--- config.mk ---
export PLATFORM = sky130hd
export DESIGN_NAME = ysyx_23060251_mem_arb
export DESIGN_NICKNAME = d
export VERILOG_FILES = /design/src/rtl/ysyx_23060251_arb_pkg.sv /design/src/rtl/ysyx_23060251_arb_pick.sv /design/src/rtl/ysyx_23060251_mem_arb.sv
export SDC_FILE = /design/constraint.sdc
export NUM_CORES = 1
export LEC_CHECK = 0
export BUFFER_PORTS_ARGS = -buffer_cell sky130_fd_sc_hd__buf_2
export CORE_ASPECT_RATIO = 0.5
export CORE_MARGIN = 3
export CORE_UTILIZATION = 38
export DETAILED_ROUTE_END_ITERATION = 12
export HOLD_SLACK_MARGIN = 0.03
export PLACE_DENSITY = 0.78
export SYNTH_ARGS = -nofsm -noshare
export SYNTH_HDL_FRONTEND = slang
export SYNTH_HIERARCHICAL = 1
export SYNTH_SLANG_ARGS = --single-unit
--- constraint.sdc ---
create_clock -name clk -period 2.25 [get_ports clk]
set_clock_uncertainty 0.05 [all_clocks]
set_input_delay 0.675 -clock clk [delete_from_list [all_inputs] [get_ports clk]]
set_output_delay 0.675 -clock clk [all_outputs]
set_load 0.05 [all_outputs]
--- src/rtl/ysyx_23060251_arb_pkg.sv ---
// Shared types and default widths for the IFU/LSU memory arbiter.
// Latency: n/a (declarations only).
// Backpressure: n/a.
package ysyx_23060251_arb_pkg;

  localparam int ARB_ADDR_W = 32;
  localparam int ARB_DATA_W = 32;
  localparam int ARB_STRB_W = ARB_DATA_W / 8;

  typedef enum logic [1:0] {
    IDLE = 2'd0,
    SEND = 2'd1,
    WAIT = 2'd2
  } state_e;

  typedef enum logic {
    OWN_IFU = 1'b0,
    OWN_LSU = 1'b1
  } owner_e;

endpackage

--- src/rtl/ysyx_23060251_arb_pick.sv ---
// Two-way grant picker: round-robin on the preference pointer, or LSU-first fixed priority.
// Latency: combinational, zero cycles.
// Backpressure: none; at most one grant is returned and only for a valid requester.
// Build option: YSYX_23060251_ARB_RR_EN selects round-robin (adds the pref input).
module ysyx_23060251_arb_pick
  import ysyx_23060251_arb_pkg::*;
(
  input  logic   ifu_vld,
  input  logic   lsu_vld,
`ifdef YSYX_23060251_ARB_RR_EN
  input  owner_e pref,
`endif
  output logic   gnt_ifu,
  output logic   gnt_lsu
);

  // Resolve the grant; ties go to the preferred requester (RR) or to the LSU (fixed).
  always_comb begin
    gnt_ifu = 1'b0;
    gnt_lsu = 1'b0;
`ifdef YSYX_23060251_ARB_RR_EN
    if (ifu_vld && lsu_vld) begin
      gnt_lsu = (pref == OWN_LSU);
      gnt_ifu = (pref == OWN_IFU);
    end else begin
      gnt_ifu = ifu_vld;
      gnt_lsu = lsu_vld;
    end
`else
    gnt_lsu = lsu_vld;
    gnt_ifu = ifu_vld && !lsu_vld;
`endif
  end

endmodule

--- src/rtl/ysyx_23060251_mem_arb.sv ---
// Shares one memory port between IFU (read-only) and LSU; one transaction outstanding, response routed to its owner.
// Latency: grant same cycle as request, m_req_valid next cycle, response passed through combinationally; 3 cycles minimum occupancy.
// Backpressure: req_ready only in IDLE; payload held while m_req_ready=0; m_resp_ready follows the owner's resp_ready.
// Build option: YSYX_23060251_ARB_RR_EN enables round-robin arbitration (default: LSU fixed priority).
module ysyx_23060251_mem_arb
  import ysyx_23060251_arb_pkg::*;
#(
  parameter int ADDR_W = ARB_ADDR_W,
  parameter int DATA_W = ARB_DATA_W
) (
  input  logic                clk,
  input  logic                rst,
  input  logic                ifu_req_valid,
  output logic                ifu_req_ready,
  input  logic [ADDR_W-1:0]   ifu_req_addr,
  output logic                ifu_resp_valid,
  input  logic                ifu_resp_ready,
  output logic [DATA_W-1:0]   ifu_resp_data,
  output logic                ifu_resp_err,
  input  logic                lsu_req_valid,
  output logic                lsu_req_ready,
  input  logic [ADDR_W-1:0]   lsu_req_addr,
  input  logic                lsu_req_wen,
  input  logic [DATA_W-1:0]   lsu_req_wdata,
  input  logic [DATA_W/8-1:0] lsu_req_wstrb,
  output logic                lsu_resp_valid,
  input  logic                lsu_resp_ready,
  output logic [DATA_W-1:0]   lsu_resp_data,
  output logic                lsu_resp_err,
  output logic                m_req_valid,
  input  logic                m_req_ready,
  output logic [ADDR_W-1:0]   m_req_addr,
  output logic                m_req_wen,
  output logic [DATA_W-1:0]   m_req_wdata,
  output logic [DATA_W/8-1:0] m_req_wstrb,
  input  logic                m_resp_valid,
  output logic                m_resp_ready,
  input  logic [DATA_W-1:0]   m_resp_data,
  input  logic                m_resp_err
);

  localparam int STRB_W = DATA_W / 8;

  state_e              state_q, state_d;
  owner_e              owner_q, owner_d;
  logic [ADDR_W-1:0]   addr_q, addr_d;
  logic                wen_q, wen_d;
  logic [DATA_W-1:0]   wdata_q, wdata_d;
  logic [STRB_W-1:0]   wstrb_q, wstrb_d;
  logic                req_en;
  logic                gnt_ifu, gnt_lsu;
  logic                to_ifu, to_lsu;
`ifdef YSYX_23060251_ARB_RR_EN
  owner_e              ptr_q, ptr_d;
`endif

  // Grants are only offered while idle and out of reset, so req_ready is 0 during reset.
  assign req_en = rst && (state_q == IDLE);

  ysyx_23060251_arb_pick u_pick (
    .ifu_vld (req_en && ifu_req_valid),
    .lsu_vld (req_en && lsu_req_valid),
`ifdef YSYX_23060251_ARB_RR_EN
    .pref    (ptr_q),
`endif
    .gnt_ifu (gnt_ifu),
    .gnt_lsu (gnt_lsu)
  );

  assign ifu_req_ready = gnt_ifu;
  assign lsu_req_ready = gnt_lsu;

  // Next-state: capture the winner's payload in IDLE, hold it through SEND, release on the response handshake.
  always_comb begin
    state_d = state_q;
    owner_d = owner_q;
    addr_d  = addr_q;
    wen_d   = wen_q;
    wdata_d = wdata_q;
    wstrb_d = wstrb_q;
`ifdef YSYX_23060251_ARB_RR_EN
    ptr_d   = ptr_q;
`endif
    case (state_q)
      IDLE: begin
        if (gnt_lsu) begin
          state_d = SEND;
          owner_d = OWN_LSU;
          addr_d  = lsu_req_addr;
          wen_d   = lsu_req_wen;
          wdata_d = lsu_req_wdata;
          wstrb_d = lsu_req_wstrb;
`ifdef YSYX_23060251_ARB_RR_EN
          ptr_d   = OWN_IFU;
`endif
        end else if (gnt_ifu) begin
          state_d = SEND;
          owner_d = OWN_IFU;
          addr_d  = ifu_req_addr;
          wen_d   = 1'b0;
          wdata_d = '0;
          wstrb_d = '0;
`ifdef YSYX_23060251_ARB_RR_EN
          ptr_d   = OWN_LSU;
`endif
        end
      end
      SEND: if (m_req_ready) state_d = WAIT;
      WAIT: if (m_resp_valid && m_resp_ready) state_d = IDLE;
      default: state_d = IDLE;
    endcase
  end

  // State and holding registers; reset abandons any in-flight transaction.
  always_ff @(posedge clk or negedge rst) begin
    if (!rst) begin
      state_q <= IDLE;
      owner_q <= OWN_IFU;
      addr_q  <= '0;
      wen_q   <= 1'b0;
      wdata_q <= '0;
      wstrb_q <= '0;
`ifdef YSYX_23060251_ARB_RR_EN
      ptr_q   <= OWN_LSU;
`endif
    end else begin
      state_q <= state_d;
      owner_q <= owner_d;
      addr_q  <= addr_d;
      wen_q   <= wen_d;
      wdata_q <= wdata_d;
      wstrb_q <= wstrb_d;
`ifdef YSYX_23060251_ARB_RR_EN
      ptr_q   <= ptr_d;
`endif
    end
  end

  assign m_req_valid = (state_q == SEND);
  assign m_req_addr  = addr_q;
  assign m_req_wen   = wen_q;
  assign m_req_wdata = wdata_q;
  assign m_req_wstrb = wstrb_q;

  // Response routing: only the owner sees the response, and only while waiting for it.
  always_comb begin
    to_ifu         = (state_q == WAIT) && (owner_q == OWN_IFU);
    to_lsu         = (state_q == WAIT) && (owner_q == OWN_LSU);
    ifu_resp_valid = to_ifu && m_resp_valid;
    ifu_resp_data  = to_ifu ? m_resp_data : '0;
    ifu_resp_err   = to_ifu && m_resp_err;
    lsu_resp_valid = to_lsu && m_resp_valid;
    lsu_resp_data  = to_lsu ? m_resp_data : '0;
    lsu_resp_err   = to_lsu && m_resp_err;
    m_resp_ready   = (to_ifu && ifu_resp_ready) || (to_lsu && lsu_resp_ready);
  end

endmodule

After elaboration in Yosys (flattened, before gate mapping)
Index checks and enable logic that the tools add are counted.

storage, ports and cells
  flip-flop bits (word level) = 72
  bits in latches = 0
  bits in writable memories = 0
  ROM bits = 0
  output and inout bits = 141
  memories kept = 0

operators by class
  add/subtract/negate cells = 0
  multipliers = 0
  div/mod/pow operators = 0
  magnitude comparators = 0
  eq/ne operators = 5
  shifts and indexed selects = 0
  mux-type cells = 16
  bitwise operators = 1
  reduce and logical (&&, ||, !) cells = 19

operator list
  operator                                                                 number
  32-bit two-way mux                                                       6
  1-bit logical AND                                                        13
  2-bit two-way mux                                                        4
  4-bit two-way mux                                                        2
  2-bit one-hot mux with 3 select lines                                    1
  1-bit two-way mux                                                        3
  3-bit by 2-bit inequality test with 1-bit output, second input constant  1
  3-bit AND reduction                                                      1
  2-bit by 1-bit == test with 1-bit output, second input constant          1
  2-bit == test, second input constant                                     1
  2-bit logical NOT                                                        1
  2-bit by 1-bit inequality test with 1-bit output, second input constant  1
  2-bit inequality test, second input constant                             1
  2-bit AND reduction                                                      1
  2-bit nonzero test                                                       1
  1-bit logical NOT                                                        1
  1-bit logical OR                                                         1
  1-bit NOT                                                                1

Longest topological paths before layout
  depth after elaboration = 8
  gate-level depth with buffers = 8
  mapped depth without buffers = 5

By module
Netlist, hierarchy kept.

by module, submodules not included
  module                  instances  cells each  area an instance (um^2)  seq. area each (um^2)
  ysyx_23060251_mem_arb   1          280         3,523.4                  1,801.7
  ysyx_23060251_arb_pick  1          2           21.3                     0.0

Worst setup path after synthesis
OpenSTA, ideal clock, no wires.

  path type = reg2out
  from = reg state_q[0]
  to = out ifu_resp_data[10]
  arrival time = 1.475 ns
  path slack = 0.050 ns
  stages on the path, launching flop included = 5
  path through = dfrtp_1 nand2b_1 nor2_1 clkbuf_1 and2_1

between the ends
  word-level cells in the longest chain between the ends = 3

ends and longest elaborated chain
  element                 line                          text
  from (decl)             ysyx_23060251_mem_arb.sv:44   state_e state_q, state_d;
  from (signal assigned)  ysyx_23060251_mem_arb.sv:127  state_q <= state_d;
  2-bit == test           ysyx_23060251_mem_arb.sv:147  to_ifu = (state_q == WAIT) && (owner_q == OWN_IFU);
  1-bit logical AND       ysyx_23060251_mem_arb.sv:147
  32-bit two-way mux      ysyx_23060251_mem_arb.sv:150  ifu_resp_data = to_ifu ? m_resp_data : '0;
  to (decl)               ysyx_23060251_mem_arb.sv:18   output logic [DATA_W-1:0] ifu_resp_data,

No other way between the ends.

Worst setup path in the final report
  from = reg state_q[0]
  to = out ifu_resp_data[20]

Same word-level chain as after synthesis.

==> results.json <==
{
  "status": "finished, violations left",
  "violations": "setup timing",
  "whs_endpoint": "m_req_addr[3]",
  "synthFlopType": "dfrtp_1",
  "clk_path_buf_depth": 2,
  "end_kind": "output pin",
  "vdd_drop_max_mv": 0.5603,
  "dpl.cell_count": 675,
  "synth_top_area_cell": "dfrtp_1",
  "wire_per_inst_microns": 18.38,
  "synth_area_sq_um": 3545,
  "startpoint_type": "register",
  "crit_buf_inv": 2,
  "cp_cell_sequence": "nand2b_4 -> nor2_4 -> buf_8 -> and2_1 -> buf_6",
  "tightestPinTransition_ns": 0.9303,
  "syn_inst": 282,
  "place_ws_ns": 0.05841,
  "critPathKind": "register to output pin",
  "syn-num-nets": 424,
  "hold_start": "m_req_addr[3]",
  "antenna_found_initial": 1,
  "seqPwrFrac_pct": 24.5,
  "die_w_microns": 142.6,
  "clkLatencyLatePin_ns": 0.32,
  "path_clk_slew_ns": 0.05,
  "switching_share_pct": 49.54,
  "initial_core_util_pct": 39.88,
  "timing.rr.start": "state_q[0]",
  "fin_total_pwr_mw": 8.849,
  "period_needed_ns": 2.296,
  "p_switching_mw": 4.384,
  "maxCapViolations": 0,
  "setup_tns_ns": -0.5983,
  "finalHoldViolations": 0,
  "max_stage_delay_ns": 0.38,
  "cts_root_buf": "clkbuf_16",
  "cts_tree": "built",
  "async_flop_share_pct": 100.0,
  "cts_buffers": 9,
  "synthTopCellsByCount": "dfrtp_1, and2_1, mux2_2",
  "rsz0062_at_grt": "yes",
  "crit_family": "simple AND/OR/NAND/NOR gates",
  "rows": 24,
  "gp_congestion": 0.8057,
  "fillers": 666,
  "post-dp-hpwl_microns": 8635,
  "track_usage_pct": 21.38,
  "yosys_register_bits": 72,
  "area_growth_pct": 74.83,
  "cp_slowest_cell": "dfrtp_1",
  "finish.utilization_pct": 69.72,
  "grt_pass1_wl_microns": 17760,
  "p_clk_share_pct": 14.4,
  "vias_per_cell": 4.815,
  "pin_count": 283,
  "cp_data_required_time_ns": 1.52,
  "ant_nets": 0,
  "synth-edff-count": 0,
  "p_leak_nw": 3.221,
  "stdcell_count": 698,
  "final_layout_size_suffix_gt1_share_pct": 74.48,
  "die_area_sq_um": 10590,
  "die_h_microns": 74.30,
  "yosysMostFrequentCell": "dfrtp_1",
  "power.density_nw_per_um2": 1428,
  "htreeDepth": 3,
  "p_comb_share_pct": 61.1,
  "drtIter0Drc": 169,
  "final_nets": 718,
  "p_int_mw": 4.466,
  "grt_pass1_vias": 3527,
  "timing.final.setup_violations": 37,
  "postSynthAreaPerCell_sq_um": 12.57,
  "io_buffers": 282,
  "rrSetupSlack_ns": 0.23,
  "coreArea_sq_um": 8889,
  "postCtsHoldBufs": 0,
  "ys_seq_area_share_pct": 50.83,
  "hold_class": "register to register",
  "grt_start_max_net_pins": 73,
  "drt_wl_total_microns": 12830,
  "drcViolationCount": 0,
  "fmax_ghz": 0.4355,
  "clock-sinks": 72,
  "cp_data_arrival_time_ns": 1.57,
  "slew_headroom_pct": 37.98,
  "r2r-end": "m_req_addr[1]",
  "firstDrtPassIters": 4,
  "grt-ovfl-total": 0,
  "reg2regPathDepth": 7,
  "period_share_pct": 102.1,
  "slew_violations": 0,
  "vias": 3361,
  "synth_top_area_share_pct": 50.83,
  "synth_area_leaders": "dfrtp_1, mux2_2, and2_1, a22o_1, buf_4",
  "hold_depth": 1,
  "ys.warnings.count": 6,
  "synth_cell_types": 22,
  "worst_slack_ns": -0.04633,
  "cp_max_fo": 17
}
==> power by group through the flow <==
stage / logic, mW / registers [mW] / clock network, mW
2_1_floorplan: 1.78 / 4.08 / 0
3_3_place_gp: 4.83 / 2.15 / 0
3_5_place_dp: 4.88 / 2.17 / 0
4_1_cts: 5.17 / 2.17 / 1.31
5_1_grt: 5.63 / 2.24 / 1.39
6_report: 5.41 / 2.17 / 1.28
==> stage by stage <==
| step | area [sq um] | hold WS, ns |
|---|---|---|
| floorplan | 3545 | 0.3294 |
| global placement | 5119 | 0.4268 |
| detailed placement | 5119 | 0.4297 |
| CTS | 5878 | 0.4421 |
| global route | 6197 | 0.4612 |
| finish | 6197 | 0.4399 |
==> state kept, by name, indices dropped and copies added, names as in the netlist <==
register / flops
m_req_wdata: 32
owner_q: 1
state_q: 2
m_req_wen: 1
m_req_wstrb: 4
m_req_addr: 32
==> layout make-up <==
type                       count  area (sq um)  area share, %
antenna                        1         2.502        0.04038
clock buffer                  15         267.8          4.321
inverter                       2         7.507         0.1211
multi-input combinational    186          1728          27.88
sequential                    72          1804          29.11
tap                          117         146.4          2.362
timing repair buffer         305          2241          36.16
==> worst reg2reg max path: stages (launching register included) <==
cell and delay [ns]:
dfrtp_1 0.38, buf_4 0.15, nor2_4 0.12, and3_2 0.27, buf_4 0.19, buf_12 0.15
mux2_2 0.34, mux2_2 0.26
==> cells in the final DEF (no fill, tap or decap), drive strengths merged <==
| cell type | n |
|---|---|
| a21o | 1 |
| a22o | 37 |
| and2 | 69 |
| and3 | 2 |
| buf | 305 |
| clkbuf | 15 |
| dfrtp | 72 |
| diode | 1 |
| inv | 2 |
| mux2 | 64 |
| mux2i | 1 |
| nand2 | 1 |
| nand2b | 2 |
| nor2 | 4 |
| nor2b | 2 |
| o21ai | 3 |
==> routing by layer <==
metal	up-vias	part of all wire, %	GRT usage [%]
li1	1564	-	-
met1	1653	36	23.21
met2	121	55	41.32
met3	23	6.7	6.808
met4	0	2.1	5.163
met5	-	0	0
==> worst max-delay path by stage <==
stage,startpoint,endpoint,slack (ns),cells after the start
CTS,state_q[0],ifu_resp_data[18],-0.07,5
floorplan,state_q[0],ifu_resp_data[10],0.05,4
global route,state_q[0],lsu_resp_data[25],-0.12,5
detailed placement,rst,m_req_addr[1],0.06,6
finish,state_q[0],ifu_resp_data[20],-0.05,5
global placement,rst,m_req_addr[31],0.08,6
==> cells by family (layout without fill, tap and decap cells) <==
family          after synthesis  after routing  share of synthesized area (%)
simple gates                 80             80                          14.19
buf+inv                      24            322                          4.271
compound gates               41             41                          10.10
flops                        72             72                          50.83
other cells                   0              1                              0
mux                          65             65                          20.61
==> repair_timing <==
action,in CTS,in global routing
pin swaps,2,21
setup buffers,0,3
resized for setup,154,93
gates cloned,2,2
setup endpoints to repair,70,70
Power figures use the tool's default switching activity.
